**src/rtl/mem_pkg.sv**
```systemverilog
// Shared types for the LEGv8 MEM stage: FSM states, access size codes, lane masks.
// No logic of its own; latency and backpressure belong to the users.
package mem_pkg;

    localparam int WORD = 64;

    typedef enum logic [1:0] {
        IDLE,
        REQ,
        RESP
    } mem_state_e;

    localparam logic [1:0] SZ_B = 2'b00;
    localparam logic [1:0] SZ_H = 2'b01;
    localparam logic [1:0] SZ_W = 2'b10;
    localparam logic [1:0] SZ_D = 2'b11;

    // Byte-lane mask for an access of the given size at lane offset 0.
    function automatic logic [7:0] lane_mask(input logic [1:0] size);
        logic [7:0] mask;
        case (size)
            SZ_B:    mask = 8'h01;
            SZ_H:    mask = 8'h03;
            SZ_W:    mask = 8'h0F;
            default: mask = 8'hFF;
        endcase
        return mask;
    endfunction

endpackage

```
**src/rtl/mem_align.sv**
```systemverilog
// Lane steering for data memory: byte enables, store shift, load extract/extend, alignment check.
// Purely combinational, zero latency; no flow control.
module mem_align
    import mem_pkg::*;
(
    input  logic [2:0]      offset,
    input  logic [1:0]      size,
    input  logic            sext,
    input  logic [WORD-1:0] st_data,
    input  logic [WORD-1:0] ld_raw,
    output logic [7:0]      be,
    output logic [WORD-1:0] st_lane,
    output logic [WORD-1:0] ld_data,
    output logic            misaligned
);

    logic [5:0]      shamt;
    logic [WORD-1:0] shifted;
    logic            fill;

    always_comb begin
        shamt   = {offset, 3'b000};
        be      = lane_mask(size) << offset;
        st_lane = st_data << shamt;
        shifted = ld_raw >> shamt;
        fill    = 1'b0;
        ld_data = shifted;
        case (size)
            SZ_B: begin
                fill    = sext & shifted[7];
                ld_data = {{(WORD-8){fill}}, shifted[7:0]};
            end
            SZ_H: begin
                fill    = sext & shifted[15];
                ld_data = {{(WORD-16){fill}}, shifted[15:0]};
            end
            SZ_W: begin
                fill    = sext & shifted[31];
                ld_data = {{(WORD-32){fill}}, shifted[31:0]};
            end
            default: ld_data = shifted;
        endcase
    end

    always_comb begin
        case (size)
            SZ_B:    misaligned = 1'b0;
            SZ_H:    misaligned = offset[0];
            SZ_W:    misaligned = |offset[1:0];
            default: misaligned = |offset;
        endcase
    end

endmodule

```
**src/rtl/mem_access.sv**
```systemverilog
// LEGv8 MEM stage: runs loads/stores over a valid/ready data-memory port and registers MEM/WB.
// Non-memory ops reach WB one cycle later; memory ops take REQ/RESP cycles until the port responds or times out.
// stall holds the upstream pipeline for the whole access and drops in the completing (or aborting) cycle.
module mem_access
    import mem_pkg::*;
#(
    parameter int TIMEOUT = 255
) (
    input  logic            clk,
    input  logic            rst_n,
    input  logic            ex_valid,
    input  logic [WORD-1:0] ex_ALUOut,
    input  logic [WORD-1:0] ex_r_data2,
    input  logic [WORD-1:0] ex_pc_incr,
    input  logic            ex_MemRead,
    input  logic            ex_MemWrite,
    input  logic [1:0]      ex_size,
    input  logic            ex_signed,
    input  logic [1:0]      ex_MemtoReg,
    input  logic [31:0]     ex_inst,
    output logic            stall,
    output logic            dm_req,
    output logic            dm_we,
    output logic [WORD-1:0] dm_addr,
    output logic [7:0]      dm_be,
    output logic [WORD-1:0] dm_wdata,
    input  logic            dm_ready,
    input  logic            dm_rvalid,
    input  logic [WORD-1:0] dm_rdata,
    output logic            wb_valid,
    output logic [WORD-1:0] wb_ALUOut,
    output logic [WORD-1:0] wb_r_data,
    output logic [WORD-1:0] wb_pc_incr,
    output logic [WORD-1:0] wb_r_data2,
    output logic [1:0]      wb_MemtoReg,
    output logic [31:0]     wb_inst,
    output logic            err
);

    localparam int CNT_W = $clog2(TIMEOUT + 1);

    mem_state_e      state, state_nxt;
    logic [CNT_W-1:0] cnt;

    logic            is_mem;
    logic            misaligned;
    logic [7:0]      be;
    logic [WORD-1:0] st_lane;
    logic [WORD-1:0] ld_data;

    logic alu_done, st_done, ld_done, done, abort, mis_evt;

    assign is_mem = ex_valid & (ex_MemRead | ex_MemWrite);

    mem_align u_align (
        .offset     (ex_ALUOut[2:0]),
        .size       (ex_size),
        .sext       (ex_signed),
        .st_data    (ex_r_data2),
        .ld_raw     (dm_rdata),
        .be         (be),
        .st_lane    (st_lane),
        .ld_data    (ld_data),
        .misaligned (misaligned)
    );

    always_comb begin
        state_nxt = state;
        stall     = 1'b0;
        dm_req    = 1'b0;
        alu_done  = 1'b0;
        st_done   = 1'b0;
        ld_done   = 1'b0;
        abort     = 1'b0;
        mis_evt   = 1'b0;
        case (state)
            IDLE: begin
                if (is_mem) begin
                    stall = 1'b1;
                    if (misaligned) mis_evt = 1'b1;
                    else            state_nxt = REQ;
                end else if (ex_valid) begin
                    alu_done = 1'b1;
                end
            end
            REQ: begin
                dm_req = 1'b1;
                if (dm_ready) begin
                    if (ex_MemWrite)    st_done   = 1'b1;
                    else if (dm_rvalid) ld_done   = 1'b1;
                    else                state_nxt = RESP;
                end
            end
            RESP: begin
                if (dm_rvalid) ld_done = 1'b1;
            end
            default: state_nxt = IDLE;
        endcase

        done = st_done | ld_done;
        if (state != IDLE) begin
            // The cycle budget spans REQ and RESP together.
            if (!done && cnt == CNT_W'(TIMEOUT - 1)) abort = 1'b1;
            if (done || abort) state_nxt = IDLE;
            stall = ~(done | abort);
        end
    end

    assign dm_we    = dm_req & ex_MemWrite;
    assign dm_addr  = dm_req ? {ex_ALUOut[WORD-1:3], 3'b000} : '0;
    assign dm_be    = dm_req ? be : 8'h00;
    assign dm_wdata = dm_req ? st_lane : '0;

    always_ff @(posedge clk or negedge rst_n) begin
        if (!rst_n) begin
            state       <= IDLE;
            cnt         <= '0;
            err         <= 1'b0;
            wb_valid    <= 1'b0;
            wb_ALUOut   <= '0;
            wb_r_data   <= '0;
            wb_pc_incr  <= '0;
            wb_r_data2  <= '0;
            wb_MemtoReg <= '0;
            wb_inst     <= '0;
        end else begin
            state <= state_nxt;
            if (state == IDLE)  cnt <= '0;
            else                cnt <= cnt + 1'b1;
            err      <= mis_evt | abort;
            wb_valid <= alu_done | done;
            if (alu_done | done) begin
                wb_ALUOut   <= ex_ALUOut;
                wb_r_data   <= ld_done ? ld_data : '0;
                wb_pc_incr  <= ex_pc_incr;
                wb_r_data2  <= ex_r_data2;
                wb_MemtoReg <= ex_MemtoReg;
                wb_inst     <= ex_inst;
            end
        end
    end

endmodule

```
**config.mk**
```make
export PLATFORM = sky130hd
export DESIGN_NAME = mem_access
export DESIGN_NICKNAME = d
export VERILOG_FILES = /design/src/rtl/mem_pkg.sv /design/src/rtl/mem_align.sv /design/src/rtl/mem_access.sv
export SDC_FILE = /design/constraint.sdc
export NUM_CORES = 1
export LEC_CHECK = 0
export ABC_AREA = 1
export CAP_MARGIN = 10
export CORE_AREA = 4 4 284 286
export CTS_CLUSTER_DIAMETER = 120
export DETAILED_ROUTE_END_ITERATION = 6
export DIE_AREA = 0 0 288 290
export PLACE_DENSITY_LB_ADDON = 0.08
export SETUP_SLACK_MARGIN = 0.2
export SLEW_MARGIN = 20
export SYNTH_ARGS = -nofsm -noshare
export SYNTH_HDL_FRONTEND = slang
export SYNTH_HIERARCHICAL = 1
export SYNTH_SLANG_ARGS = --single-unit
```
**constraint.sdc**
```tcl
create_clock -name clk -period 2 [get_ports clk]
set_clock_uncertainty 0.15 [all_clocks]
set_input_delay 0.2 -clock clk [delete_from_list [all_inputs] [get_ports clk]]
set_output_delay 0.2 -clock clk [all_outputs]
set_load 0.01 [all_outputs]
```
[Word-level counts from Yosys, hierarchy flattened]
Index checks and enable logic that the tools add are counted.
Storage, ports and cells
  output and inout bits: 431
  bits in registers: 302
  input bits: 300
  word-level logic and storage cells: 74
Cells by class
  add/sub/neg operators: 1
  shift-type cells: 3
  mux-type cells: 36
  reductions and logical operators: 8
  eq/ne operators: 5
  bitwise logic cells: 11
Operator list (count)
  64-bit 2-to-1 mux: 3
  64-bit one-hot mux with 3 select lines: 1
  64-bit by 6-bit left shift with 64-bit output: 1
  64-bit by 6-bit right shift with 64-bit output: 1
  8-bit one-hot mux with 3 select lines: 1
  1-bit 2-to-1 mux: 19
  8-bit 2-to-1 mux: 2
  2-bit 2-to-1 mux: 7
  8-bit by 1-bit adder with 8-bit output (second input constant): 1
  8-bit equality test (second input constant): 1
  8-bit by 3-bit left shift with 8-bit output: 1
  2-bit one-hot mux with 3 select lines: 1
  1-bit bitwise AND: 5
  1-bit OR: 5
  2-bit by 1-bit equality test with 1-bit output (second input constant): 2
  2-bit equality test (second input constant): 2
  2-bit logical NOT: 2
  1-bit one-hot mux with 3 select lines: 1
  3-bit OR reduction: 1
  1-bit one-hot mux with 2 select lines: 1
  2-bit nonzero test: 1
  2-bit OR reduction: 1
  1-bit logical AND: 1
  1-bit logical NOT: 1
  other kinds (2): 2

[Logic depth before layout (Yosys ltp)]
  word-level depth: 12
  depth in mapped cells: 13
  gate-level depth less buffers: 11

[By module]
The synthesis kept the hierarchy.
By module, submodules not included
  mem_access: cells an instance 1606, sequential area each 7557.2 um2, times used 1, area each 13115.1 um2
  mem_align: cells an instance 846, sequential area each 0.0 um2, times used 1, area each 4012.6 um2

[Worst setup path before layout]
No wires, ideal clock.
  path type: register -> register
  from: register state[1]
  to: register wb_pc_incr[26]
  path buffers: 3
  arrival: 1665 ps
  stages on the path, launching flop included: 11
  path slack: 51 ps
  data required time: 1716 ps
  clock period less this slack: 1949 ps
  setup time: 134 ps
  cell sequence: dfrtp_1 > inv_1 > ha_1 > buf_4 > nand2_1 > inv_2 > nand2_2 > nand3_2 > buf_4 > clkbuf_1 > o21ai_0
On the way
  cells in the longest elaborated chain, start to end: 4
  elaborated cells between the ends (all ways): 8
  classes of those cells: eq/ne (2); mux (3); bitwise (2); reduce/logical (1)
RTL lines
  start: declaration: line mem_access.sv:42  | mem_state_e state, state_nxt;
  start signal: assignment: line mem_access.sv:127  | state <= state_nxt;
  2-bit equality test / 2-bit by 1-bit equality test with 1-bit output (equally long branches): line mem_access.sv:76  | case (state)
  1-bit one-hot mux with 2 select lines / 1-bit 2-to-1 mux (equally long branches): line mem_access.sv:76
  1-bit OR: line mem_access.sv:100  | done = st_done | ld_done;
  1-bit OR (*): line mem_access.sv:132  | if (alu_done | done) begin
  end signal: assignment: line mem_access.sv:135  | wb_pc_incr <= ex_pc_incr;
  end: declaration: line mem_access.sv:33  | output logic [WORD-1:0] wb_pc_incr,
Mark *: on every way between the ends. The rest lies on a longest branch, timed or not.
A chain may end at the register's enable or synchronous reset.

[Final worst setup path]
  from: register state[0]
  to: output port dm_wdata[1]
On the way
  cells in the longest elaborated chain, start to end: 3
RTL lines
  2-bit by 1-bit equality test with 1-bit output: line mem_access.sv:76
  1-bit 2-to-1 mux: line mem_access.sv:76
  64-bit 2-to-1 mux: line mem_access.sv:112  | assign dm_wdata = dm_req ? st_lane : '0;
  end: declaration: line mem_access.sv:26  | output logic [WORD-1:0] dm_wdata,
No other way between the ends.

==> flow_metrics.py <==
metrics = {
    "run_status": {
        "outcome": "finished with violations",
        "violations": "negative setup slack",
    },
    "place": {
        "dpl.hpwl_um": 69700,
        "placed_area_sq_um": 26900,
        "numPortBuffers": 727,
        "place.gp.congestion": 0.902,
    },
    "synthesis": {
        "synth_compound_area_share_pct": 13.5,
        "yosys.area_share.simple_pct": 23.9,
        "synth_top_area_share_pct": 44.1,
        "ys_seq_area_share_pct": 44.1,
        "syn_inst": 2452,
        "synthTopCellsByCount": "nand2_1, inv_1, dfrtp_1",
        "ys_ff_latch": 302,
        "synth_top_family_by_area": "simple AND/OR/NAND/NOR gates",
        "yosysMostFrequentCell": "nand2_1",
        "synth_top_cells_by_area": "dfrtp_1, nand2_1, inv_1, o21ai_1, o21ai_0",
        "yosys_warnings": 6,
        "synth-main-ff-cell": "dfrtp_1",
        "synthXorXnorAreaFrac_pct": 0.0511,
        "synth-edff-count": 0,
        "async_flop_share_pct": 100,
        "synthAdderAreaFrac_pct": 0.438,
        "yosys.area.top_type": "dfrtp_1",
        "syn_area_per_cell_sq_um": 6.99,
        "synthMuxAreaShare_pct": 1.58,
        "synth_cell_types": 34,
        "mappedNetlistArea_sq_um": 17100,
    },
    "finish": {
        "layout-drive-gt1-share_pct": 29.6,
        "final_nets": 3753,
        "final_util_pct": 42.4,
        "syn_to_final_growth_pct": 94.1,
        "fillers": 8078,
        "design_area_sq_um": 33200,
    },
    "global_routing": {
        "grt_usage_pct": 21.4,
        "met2_usage_pct": 35.7,
        "grt_pass1_vias": 19500,
        "grt_max_degree": 55,
        "grt_use_met1_pct": 26.2,
        "grt_pass1_wl_um": 134000,
        "grt-busiest-layer": "met2",
        "gr-total-overflow": 0,
        "antenna_found_initial": 18,
        "use_met3_pct": 6.32,
    },
    "sta": {
        "fin_ws_ns": -0.402,
        "slew_headroom_pct": 53.0,
        "worst_pin_slew_ns": 0.697,
        "layout_min_cycle_time_ns": 2.40,
        "rsz0062_at_grt": "true",
        "slew_viol_final": 0,
        "setup_viol": 427,
        "fin_crit_sh_pct": 120,
        "whs_ns": 0.0337,
        "max_freq_mhz": 416,
        "finalHoldViolations": 0,
    },
    "setup_path": {
        "worstSetupStartpointType": "register",
        "worst_ep_required_time_ns": 1.65,
        "crit_path_end_kind": "output pin",
        "arrival_ns": 2.05,
        "path_class": "register to output pin",
        "crit_fanout": 5,
    },
    "clock_network": {
        "clk_pin_slew_ns": 0.06,
        "htreeDepth": 2,
        "cts_tree": "yes",
        "cts_made_buffers": 39,
        "clockRootBuffer": "clkbuf_16",
        "cts_max_path_buffers": 3,
        "clk_latency_ns": 0.57,
        "clock-sinks": 302,
    },
    "route": {
        "vias_per_cell": 4.40,
        "final_antenna_net_count": 0,
        "post_drt_wl_per_cell_um": 21.8,
        "drc_errors": 0,
        "vias": 19900,
        "first_pass_iters": 5,
        "finalWirelength_um": 99000,
        "first_iter_violations": 1255,
    },
    "floorplanning": {
        "start_util_pct": 21.9,
        "rows": 103,
        "core_area_sq_um": 78400,
        "dieArea_sq_um": 83500,
        "die_w_um": 288,
        "ios": 731,
        "die_h_um": 290,
    },
    "pwr": {
        "worst_ir_drop_vdd_uv": 583,
        "powerDensity_nw_per_um2": 1360,
        "leakagePower_nw": 16.9,
    },
    "min_path": {
        "min_path_type": "input port to register",
    },
    "run": {
        "cap_violations": 0,
    },
}
through the flow:
step	total power [mW]	worst slack (ns)	instances	setup TNS [ns]
3_3_place_gp	29.1	-0.556	4276	-35.80
2_1_floorplan	18.3	0.200	2454	0
5_1_grt	47.9	-0.470	4537	-123.64
3_5_place_dp	29.2	-0.526	4276	-41.49
4_1_cts	40.2	-0.435	4460	-90.64
6_report	45.3	-0.402	4538	-90.56
final timing paths:
kind | cells past startpoint | slack (ns) | to | startpoint
min in group asynchronous | 3 | 0.55 | wb_ALUOut[22] | rst_n
worst max register to register | 15 | -0.28 | wb_ALUOut[47] | state[0]
worst min-delay path | 3 | 0.03 | wb_pc_incr[52] | ex_pc_incr[52]
worst max-delay path | 9 | -0.40 | dm_wdata[1] | state[0]
worst min register to register | 1 | 0.35 | cnt[4] | cnt[4]
max in group asynchronous | 4 | 0.44 | wb_r_data2[4] | rst_n
flip-flops by register name, summed over array words and instances (netlist names), 2 cells and up:
| register | cells |
|---|---|
| wb_ALUOut | 64 |
| wb_pc_incr | 64 |
| wb_r_data2 | 64 |
| wb_r_data | 64 |
| wb_inst | 32 |
| cnt | 8 |
| state | 2 |
| wb_MemtoReg | 2 |
metal layers:
metal  routed length (um)  up-vias
met5                   82        -
met4                 3160       12
met3                 8150      129
met2                47800      747
met1                39800     9498
li1                     -     9559
layout by cell type (no fill, tap or decap), types with 3 or more instances in the layout:
cell type	Yosys	layout
or2_2	6	6
buf_4	16	165
o211ai_1	14	14
dfrtp_1	302	301
buf_8	2	24
dlygate4sd3_1	0	45
clkinv_2	0	5
a21oi_1	15	15
buf_2	35	41
ha_1	6	3
buf_12	0	56
inv_1	486	388
inv_2	7	98
o21ai_1	216	140
nor3_1	3	3
o22ai_1	9	9
buf_16	0	33
buf_6	30	129
nand2_1	760	514
nand4_1	33	33
diode_2	0	11
clkdlybuf4s50_1	0	587
clkbuf_16	0	72
o21ai_4	0	4
clkbuf_8	0	6
clkbuf_1	62	9
o21ai_2	1	111
mux2i_1	27	27
nand2_2	2	100
nand2_4	0	148
nand3_1	131	130
nor2_1	67	65
bufinv_16	0	7
conb_1	1	3
o21ai_0	194	156
inv_4	0	6
area by class of cell:
type	instances	area, sq um	area share, %
diodes	11	27.5	0.0828
clock buffers	54	1090	3.29
clock inverters	17	307	0.922
inverters	493	1870	5.63
multi-input cells	1498	8640	26.0
flip-flops and latches	302	7560	22.7
well taps	1050	1310	3.95
repair buffers	1113	12400	37.4
cell families (layout without fill, tap and decap cells):
logic type / after synthesis / count (layout)
other: 1 / 14
multiplexers: 27 / 27
AO/OA/AOI/OAI: 451 / 451
XOR/XNOR: 1 / 1
AND/OR/NAND/NOR: 1010 / 1010
buffers and inverters: 654 / 1677
flip-flops: 302 / 302
adder cells (fa/ha/maj): 6 / 6
where the power goes:
part / internal, mW / switching, mW / leakage, nW
clock network: 4.75 / 3.02 / 0.680
registers: 9.05 / 1.61 / 3.80
logic: 14.0 / 12.9 / 12.4
repair_timing:
item / in CTS / in global routing
pin swaps: 3 / 8
gates resized for setup: 809 / 640
gates cloned: 23 / 50
setup endpoints to repair: 718 / 721
setup buffers: 45 / 17
hold buffers: 45 / 0
hold endpoints to repair: 345 / 0
worst max-delay path: stages, from the launching register on:
cell and delay (ns):
dfrtp_2 0.44, ha_4 0.19, buf_12 0.13, buf_12 0.12, buf_16 0.14, buf_6 0.12, buf_8 0.14, nand2_4 0.06
inv_2 0.03, buf_6 0.11
(Power assumes the default switching activity.)
